[src/rtl/du_rx_way0.sv]
// du_rx_way0: execute-stage receiver for the way0 decode->execute handshake.
// Small in-order FIFO with a registered ready_o, pipeline flush and a sticky
// packet-ID sequence checker.
module du_rx_way0 #(
  parameter int DEPTH = 2,
  parameter int CW    = $clog2(DEPTH) + 1
) (
  input  logic          clk,
  input  logic          reset_n,
  input  logic          valid_i,
  output logic          ready_o,
  input  logic [4:0]    rdAddr_i,
  input  logic          rdWriteEnable_i,
  input  logic [63:0]   rs1ReadData_i,
  input  logic [63:0]   rs2ReadData_i,
  input  logic [63:0]   imm_i,
  input  logic [6:0]    opCode_i,
  input  logic [2:0]    funct3_i,
  input  logic [6:0]    funct7_i,
  input  logic [5:0]    shamt_i,
  input  logic [1:0]    way0_pID_i,
  output logic          valid_o,
  input  logic          ready_i,
  output logic [4:0]    rdAddr_o,
  output logic          rdWriteEnable_o,
  output logic [63:0]   rs1ReadData_o,
  output logic [63:0]   rs2ReadData_o,
  output logic [63:0]   imm_o,
  output logic [6:0]    opCode_o,
  output logic [2:0]    funct3_o,
  output logic [6:0]    funct7_o,
  output logic [5:0]    shamt_o,
  output logic [1:0]    way0_pID_o,
  input  logic          flush_i,
  output logic [CW-1:0] count_o,
  output logic          pid_err_o
);

  localparam int AW = $clog2(DEPTH);
  localparam int PW = 223;

  logic [PW-1:0] mem_q [DEPTH];
  logic [PW-1:0] wdata;
  logic [PW-1:0] rdata;

  logic [AW-1:0] wr_ptr_q, wr_ptr_d;
  logic [AW-1:0] rd_ptr_q, rd_ptr_d;
  logic [CW-1:0] count_q, count_d;
  logic          ready_q, ready_d;
  logic [1:0]    exp_pid_q, exp_pid_d;
  logic          pid_err_q, pid_err_d;

  logic push;
  logic pop;

  assign wdata = {rdAddr_i, rdWriteEnable_i, rs1ReadData_i, rs2ReadData_i, imm_i,
                  opCode_i, funct3_i, funct7_i, shamt_i, way0_pID_i};
  assign rdata = mem_q[rd_ptr_q];

  assign valid_o = (count_q != '0);
  assign ready_o = ready_q;
  assign count_o = count_q;
  assign pid_err_o = pid_err_q;

  assign {rdAddr_o, rdWriteEnable_o, rs1ReadData_o, rs2ReadData_o, imm_o,
          opCode_o, funct3_o, funct7_o, shamt_o, way0_pID_o} = rdata;

  // Handshakes; flush overrides both in the next-state logic below.
  assign push = valid_i && ready_q;
  assign pop  = valid_o && ready_i;

  // Next-state: pointers, occupancy, registered ready and the pID checker.
  always_comb begin
    wr_ptr_d  = wr_ptr_q;
    rd_ptr_d  = rd_ptr_q;
    count_d   = count_q;
    exp_pid_d = exp_pid_q;
    pid_err_d = pid_err_q;
    if (flush_i) begin
      wr_ptr_d = '0;
      rd_ptr_d = '0;
      count_d  = '0;
    end else begin
      if (push) begin
        wr_ptr_d  = wr_ptr_q + AW'(1);
        exp_pid_d = way0_pID_i + 2'd1;
        if (way0_pID_i != exp_pid_q) pid_err_d = 1'b1;
      end
      if (pop) rd_ptr_d = rd_ptr_q + AW'(1);
      if (push && !pop)      count_d = count_q + CW'(1);
      else if (pop && !push) count_d = count_q - CW'(1);
    end
    // Registered so upstream never sees a combinational path from ready_i.
    ready_d = (count_d < CW'(DEPTH));
  end

  // Control state register with synchronous active-low reset.
  always_ff @(posedge clk) begin
    if (!reset_n) begin
      wr_ptr_q  <= '0;
      rd_ptr_q  <= '0;
      count_q   <= '0;
      ready_q   <= 1'b1;
      exp_pid_q <= 2'd0;
      pid_err_q <= 1'b0;
    end else begin
      wr_ptr_q  <= wr_ptr_d;
      rd_ptr_q  <= rd_ptr_d;
      count_q   <= count_d;
      ready_q   <= ready_d;
      exp_pid_q <= exp_pid_d;
      pid_err_q <= pid_err_d;
    end
  end

  // Payload storage is not reset; an entry is only read once count covers it.
  always_ff @(posedge clk) begin
    if (push && !flush_i) mem_q[wr_ptr_q] <= wdata;
  end

endmodule

[config.mk]
export PLATFORM = sky130hd
export DESIGN_NAME = du_rx_way0
export DESIGN_NICKNAME = d
export VERILOG_FILES = /design/src/rtl/du_rx_way0.sv
export SDC_FILE = /design/constraint.sdc
export NUM_CORES = 1
export LEC_CHECK = 0
export ABC_AREA = 0
export BUFFER_PORTS_ARGS = -buffer_cell sky130_fd_sc_hd__buf_2
export CAP_MARGIN = 20
export CORE_UTILIZATION = 40
export CTS_BUF_LIST = sky130_fd_sc_hd__clkbuf_8
export DETAILED_ROUTE_END_ITERATION = 10
export PLACE_DENSITY_LB_ADDON = 0.1
export SETUP_SLACK_MARGIN = 0.02
export SLEW_MARGIN = 20
export SYNTH_ARGS = -nofsm -noshare
export SYNTH_HDL_FRONTEND = slang
export SYNTH_SLANG_ARGS = --single-unit
[constraint.sdc]
create_clock -name clk -period 53.4 [get_ports clk]
set_input_delay 2.67 -clock clk [delete_from_list [all_inputs] [get_ports clk]]
set_output_delay 2.67 -clock clk [all_outputs]
set_load 0.02 [all_outputs]
==> results of run 1 <==
-- cells by family (layout without fill, tap and decap cells) --
logic type | Yosys count | after routing | share of synthesized area, %
flops | 455 | 455 | 78.84
mux | 223 | 223 | 18.29
other cells | 0 | 5 | 0
fa+ha+maj | 3 | 3 | 0.2181
simple gates | 20 | 20 | 0.5451
compound gates | 6 | 6 | 0.2616
xor+xnor | 5 | 5 | 0.2544
buf+inv | 31 | 602 | 1.584
-- flip-flops by register name, indices dropped and copies added, names as in the netlist, named ones only --
name       cells
wr_ptr_q       1
exp_pid_q      2
ready_o        1
mem_q        446
count_o        2
pid_err_o      1
rd_ptr_q       1
-- worst register-to-register path, stage by stage (launching register included) --
cell	delay (ps)
dfxtp_1	400
and3b_1	290
and2_4	550
buf_4	630
buf_4	900
-- per-layer routing --
layer	GRT usage (%)	part of all wire (%)	vias up	routed length, µm
met2	26.24	48	317	17450
met3	8.200	10	75	3638
li1	-	-	3993	-
met1	18.60	40	4245	14560
met4	5.386	2.1	20	759
met5	0	0.33	-	119
-- cell usage after synthesis, drive strengths merged --
cell type,number,area share [%]
and3b,1,0.051
dfxtp,9,1.0
a21oi,1,0.029
o31ai,1,0.044
o21ai,1,0.029
nor2,5,0.11
nand2,8,0.17
clkbuf,1,0.022
nor2b,1,0.036
mux2,223,18
inv,5,0.11
buf,25,1.5
xor2,3,0.15
edfxtp,446,78
o211a,2,0.12
nand2b,2,0.073
and2,2,0.073
nor3,1,0.029
xnor2,2,0.10
ha,3,0.22
o211ai,1,0.044
-- per-stage QoR --
stage                     setup WS, ps  hold slack [ps]  utilization, %
after global placement           47580            448.1           47.37
after detailed placement         47630            438.9           47.37
after global routing             47480            484.3           50.56
after CTS                        47510            452.0           50.55
after floorplan                  34520            480.6               -
final                            47660            448.2           50.58
-- where the power goes --
group	internal [W]	switching (W)	total (W)
combinational	0.0000218	0.0000287	0.0000505
sequential	0.000405	0.00000261	0.000408
clock	0.000142	0.000131	0.000273
total	0.000568	0.000162	0.000731
-- layout make-up --
class	instances	area share, %
sequential	455	63.57
multi-input combinational	257	15.81
timing repair buffer	464	11.04
clock buffer	79	5.091
tap	539	3.158
clock inverter	54	1.189
inverter	5	0.08787
antenna	5	0.05858
-- worst min path at each step --
stage,from,to,depth (start not counted)
2_1_floorplan,rd_ptr_q$_SDFFE_PP0P_,flip-flop,2
3_3_place_gp,pid_err_o$_SDFFE_PN0P_,pid_err_o$_SDFFE_PN0P_,2
3_5_place_dp,pid_err_o$_SDFFE_PN0P_,pid_err_o$_SDFFE_PN0P_,2
4_1_cts,pid_err_o$_SDFFE_PN0P_,pid_err_o$_SDFFE_PN0P_,2
5_1_grt,pid_err_o$_SDFFE_PN0P_,pid_err_o$_SDFFE_PN0P_,2
6_report,pid_err_o$_SDFFE_PN0P_,pid_err_o$_SDFFE_PN0P_,2
==> flow_summary_export.csv, run 1 <==
group,metric,value,unit
timing,rsz0062_at_grt,"false",
grt,grt_max_degree,131,
timing,fin_skew,15.11,ps
cells_and_area,final_cell_area,0.02136,mm²
cells_and_area,final_cell_mix,"buf_2 (455), edfxtp_1 (446), mux2_4 (170)",
cells_and_area,area_growth,24.06,%
grt,grt_pass1_wl,52.48,mm
cells_and_area,final_nets,1490,
place,postPlaceCellArea,0.02000,mm²
worst_hold_path,hp-class,"reg2reg",
timing,layout_worst_path_cycle_share,10.74,%
yosys,synthesis.area,0.01722,mm²
yosys,synth_fp_nets,974,
timing,setup_viol,0,
yosys,synth-seq-cells,455,
critical_path,regToRegSetupSlack,50100,ps
pwr,power,0.0007308,W
timing,tightestPinTransition,1112,ps
routing,vias,8650,
timing,fmax,174.3,MHz
critical_path,worstPathArrival,3070,ps
timing,relSlewSlack,25.86,%
timing,post-route-min-period,5738,ps
critical_path,worst-path-buf-inv,2,
clock_tree,cts_tree,"built",
outcome,status,"complete, no violations",
cells_and_area,final_common_cell,"buf_2",
clock_tree,cts.sinks,455,
critical_path,end_kind,"output pin",
clock_tree,ctsHoldBuffers,0,
critical_path,reg2reg_to,"mem_q[1][177]$_DFFE_PP_",
place,gp_congestion,0.7618,
floorplanning,coreArea,0.04223,mm²
routing,vias_per_cell,4.656,
critical_path,r2r_cells,4,
floorplanning,fp.dieH,209.5,µm
routing,wl,36.54,mm
clock_tree,htreeDepth,3,
clock_tree,cts-root-buf,"clkbuf_8",
cells_and_area,num-fill-cells,3595,
flow_run,maxCapViolations,0,
floorplanning,initial_utilization,40.77,%
pwr,leakagePower,8.274,nW
critical_path,crit_family,"flip-flops",
yosys,ys_seq_area_share,78.84,%
critical_path,r2r_start,"ready_o$_SDFF_PN1_",
yosys,ys_warn_count,0,
timing,setup-tns-final,0,ps
critical_path,crit_end,"imm_o[35]",
pwr,power_density,34.22,mW/mm²
grt,grt_use_total,16.20,%
critical_path,path_cells,"buf_12 -> mux2_4 -> buf_2",
critical_path,crit_fanout,130,
critical_path,critPathKind,"reg2out",
critical_path,max_stage_delay,970,ps
critical_path,slowest_stage,"dfxtp_4",
critical_path,start_kind,"flip-flop",
cells_and_area,drive_above_1_share,59.28,%
routing,wire_per_inst,19.66,µm
grt,antenna_found_initial,14,
floorplanning,row_count,75,
yosys,synth.distinct_cells,23,
floorplanning,die_x,209.5,µm
timing,slew_viol_final,0,
clock_tree,clk_latency,610,ps
yosys,synth.avg_cell_area,23.17,µm²
floorplanning,ios,456,
floorplanning,design.die.area,0.04387,mm²
routing,drtAntennaViolNets,0,
grt,globalRoute.totalOverflow,0,
cells_and_area,final_cells,1858,
clock_tree,post_cts_buffers,0,
clock_tree,cts_made_buffers,76,
yosys,syn_inst,743,
cells_and_area,register_area,0.01358,mm²
place,dpl.cell_count,1720,
grt,first_global_vias,8841,
place,io_buffers,455,
clock_tree,cts_resized,0,
timing,hold_viol,0,
critical_path,cp.required,50730,ps
routing,drc,0,
routing,drt_iter0_drc,392,
cells_and_area,multi_input_area,0.003377,mm²
place,dp_hpwl,23.84,mm
clock_tree,clk_pin_slew,60,ps
clock_tree,clockBufferDepth,3,
pwr,vdd_drop_max,20.35,µV
critical_path,cp_num_cells,3,
routing,drt-pass1-iter-count,6,
No activity file was read; power rests on OpenSTA's default activity.
==> run 2: changes to the inputs <==
clock period = 5.5 ns   (was 53.4 ns; I/O delays follow)
==> run 2 against run 1 <==
Compared with the run above: wire length rose by 3.3%; power grew to 9.9 times the previous value; critical path type unchanged; design area increased by 11%; non-clock buffer count up 222; combinational power rose to 12 times the previous value; cell count rose by 12%; setup slack lost 45000 ps; die area is the same; critical endpoint is now rs1ReadData_o[50]; sequential share of layout area down 6.1 points; first-iteration DRC count up 2.8%; utilization up 5.4 points.
==> flow_summary_export.csv, run 2 (synthesized netlist as in run 1, its figures left out) <==
group,metric,value,unit
floorplanning,die_x,209.5,µm
grt,grt_max_degree,118,
worst_hold_path,hp-class,"in2reg",
critical_path,cp_num_cells,3,
place,gp_congestion,0.7414,
critical_path,max_stage_delay,520,ps
critical_path,crit_family,"buffers and inverters",
cells_and_area,largest_reg_flops,446,
cells_and_area,register_area,0.01358,mm²
timing,relSlewSlack,36.57,%
clock_tree,cts_made_buffers,78,
grt,grt_pass1_wl,56.26,mm
critical_path,start_kind,"flip-flop",
critical_path,cp.required,5220,ps
flow_run,maxCapViolations,0,
timing,tightestPinTransition,951.5,ps
cells_and_area,final_common_cell,"buf_2",
floorplanning,design.die.area,0.04387,mm²
clock_tree,cts.sinks,455,
cells_and_area,largest-register,"mem_q",
grt,first_global_vias,10182,
floorplanning,ios,456,
floorplanning,row_count,75,
clock_tree,clockBufferDepth,3,
timing,hold_viol,0,
routing,drt-pass1-iter-count,4,
clock_tree,clk_pin_slew,60,ps
clock_tree,cts_resized,0,
routing,drc,0,
critical_path,r2r_cells,3,
timing,rsz0062_at_grt,"false",
pwr,vdd_drop_max,186.3,µV
critical_path,regToRegSetupSlack,3110,ps
outcome,status,"complete, no violations",
critical_path,worst-path-buf-inv,2,
cells_and_area,area_growth,37.27,%
cells_and_area,final_cell_mix,"buf_2 (455), edfxtp_1 (446), dlygate4sd3_1 (224)",
worst_hold_path,hold_depth,4,
pwr,power,0.007223,W
cells_and_area,multi_input_area,0.003391,mm²
routing,drtAntennaViolNets,0,
critical_path,r2r_start,"ready_o$_SDFF_PN1_",
timing,post-route-min-period,2551,ps
worst_hold_path,hold_start,"valid_i",
cells_and_area,final_nets,1714,
cells_and_area,num-fill-cells,3409,
routing,vias,9498,
place,io_buffers,455,
timing,layout_worst_path_cycle_share,46.38,%
routing,wl,37.74,mm
critical_path,critPathKind,"reg2out",
critical_path,path_cells,"buf_12 -> mux2_2 -> buf_2",
routing,vias_per_cell,4.584,
place,pre_cts_ws,2982,ps
clock_tree,post_cts_buffers,0,
critical_path,end_kind,"output pin",
clock_tree,htreeDepth,3,
grt,antenna_found_initial,0,
cells_and_area,drive_above_1_share,50.95,%
routing,drt_iter0_drc,403,
timing,fmax,392.0,MHz
pwr,power_density,305.7,mW/mm²
floorplanning,fp.dieH,209.5,µm
critical_path,crit_fanout,106,
timing,fin_skew,22.31,ps
timing,slew_viol_final,0,
floorplanning,initial_utilization,40.77,%
grt,grt_use_total,16.96,%
pwr,leakagePower,9.203,nW
worst_hold_path,hold_end,"wr_ptr_q$_SDFFE_PP0P_",
clock_tree,cts_tree,"built",
critical_path,reg2reg_to,"mem_q[1][106]$_DFFE_PP_",
clock_tree,cts-root-buf,"clkbuf_8",
grt,globalRoute.totalOverflow,0,
timing,layout_setup_ws,2949,ps
critical_path,slowest_stage,"buf_12",
critical_path,worstPathArrival,2280,ps
clock_tree,clk_latency,620,ps
floorplanning,coreArea,0.04223,mm²
cells_and_area,num_antenna_cells,0,
place,dp_hpwl,23.36,mm
routing,wire_per_inst,18.21,µm
timing,setup_viol,0,
run 2: worst register-to-register path, stage by stage, from the launching register on:
cell and delay [ps]:
dfxtp_4 360, and3b_1 290, and2_4 600, buf_4 720
run 2: what timing repair did:
action | in CTS | in global routing
endpoints found under the hold margin | 449 | 0
hold buffers | 224 | 0
endpoints found under the setup margin | 0 | 0
run 2: metrics by stage:
step | hold WS (ps) | util [%] | std cells | area (µm²) | setup TNS, ps
after global routing | 62.58 | 55.96 | 2072 | 23630 | 0
after floorplan | 373.9 | - | 743 | 17240 | -158100
after detailed placement | 449.4 | 47.50 | 1718 | 20060 | 0
final | 68.97 | 55.96 | 2072 | 23630 | 0
after CTS | 0.6221 | 55.96 | 2072 | 23630 | 0
after global placement | 462.3 | 47.50 | 1718 | 20060 | 0
run 2: area by class of cell:
cell class	instances	area share, %
Sequential cell	455	57.47
Timing Repair Buffer	686	19.61
Multi-Input combinational cell	257	14.35
Clock buffer	82	4.776
Tap cell	539	2.854
Clock inverter	48	0.8630
Inverter	5	0.07942
run 2: worst max-delay path by stage:
stage / from / endpoint / slack [ps]
floorplan: ready_o$_SDFF_PN1_ / mem_q[0][0]$_DFFE_PP_ / -710
global placement: flush_i / mem_q[1][82]$_DFFE_PP_ / 2980
detailed placement: flush_i / mem_q[1][82]$_DFFE_PP_ / 2980
CTS: flip-flop / rs1ReadData_o[41] / 2880
global route: flip-flop / rs1ReadData_o[40] / 2820
finish: flip-flop / rs1ReadData_o[50] / 2950
run 2: report_power, final:
group / internal (W) / switching (W)
combinational: 0.000318 / 0.000311
sequential: 0.00393 / 0.0000237
clock: 0.00136 / 0.00128
total: 0.00561 / 0.00161
run 2: metal layers:
metal	vias to the layer above	track usage, %	wire (µm)
met5	-	0	0
met4	0	8.054	1239
met3	74	5.806	2870
met2	328	28.26	18530
met1	4664	19.67	15100
li1	4432	-	-
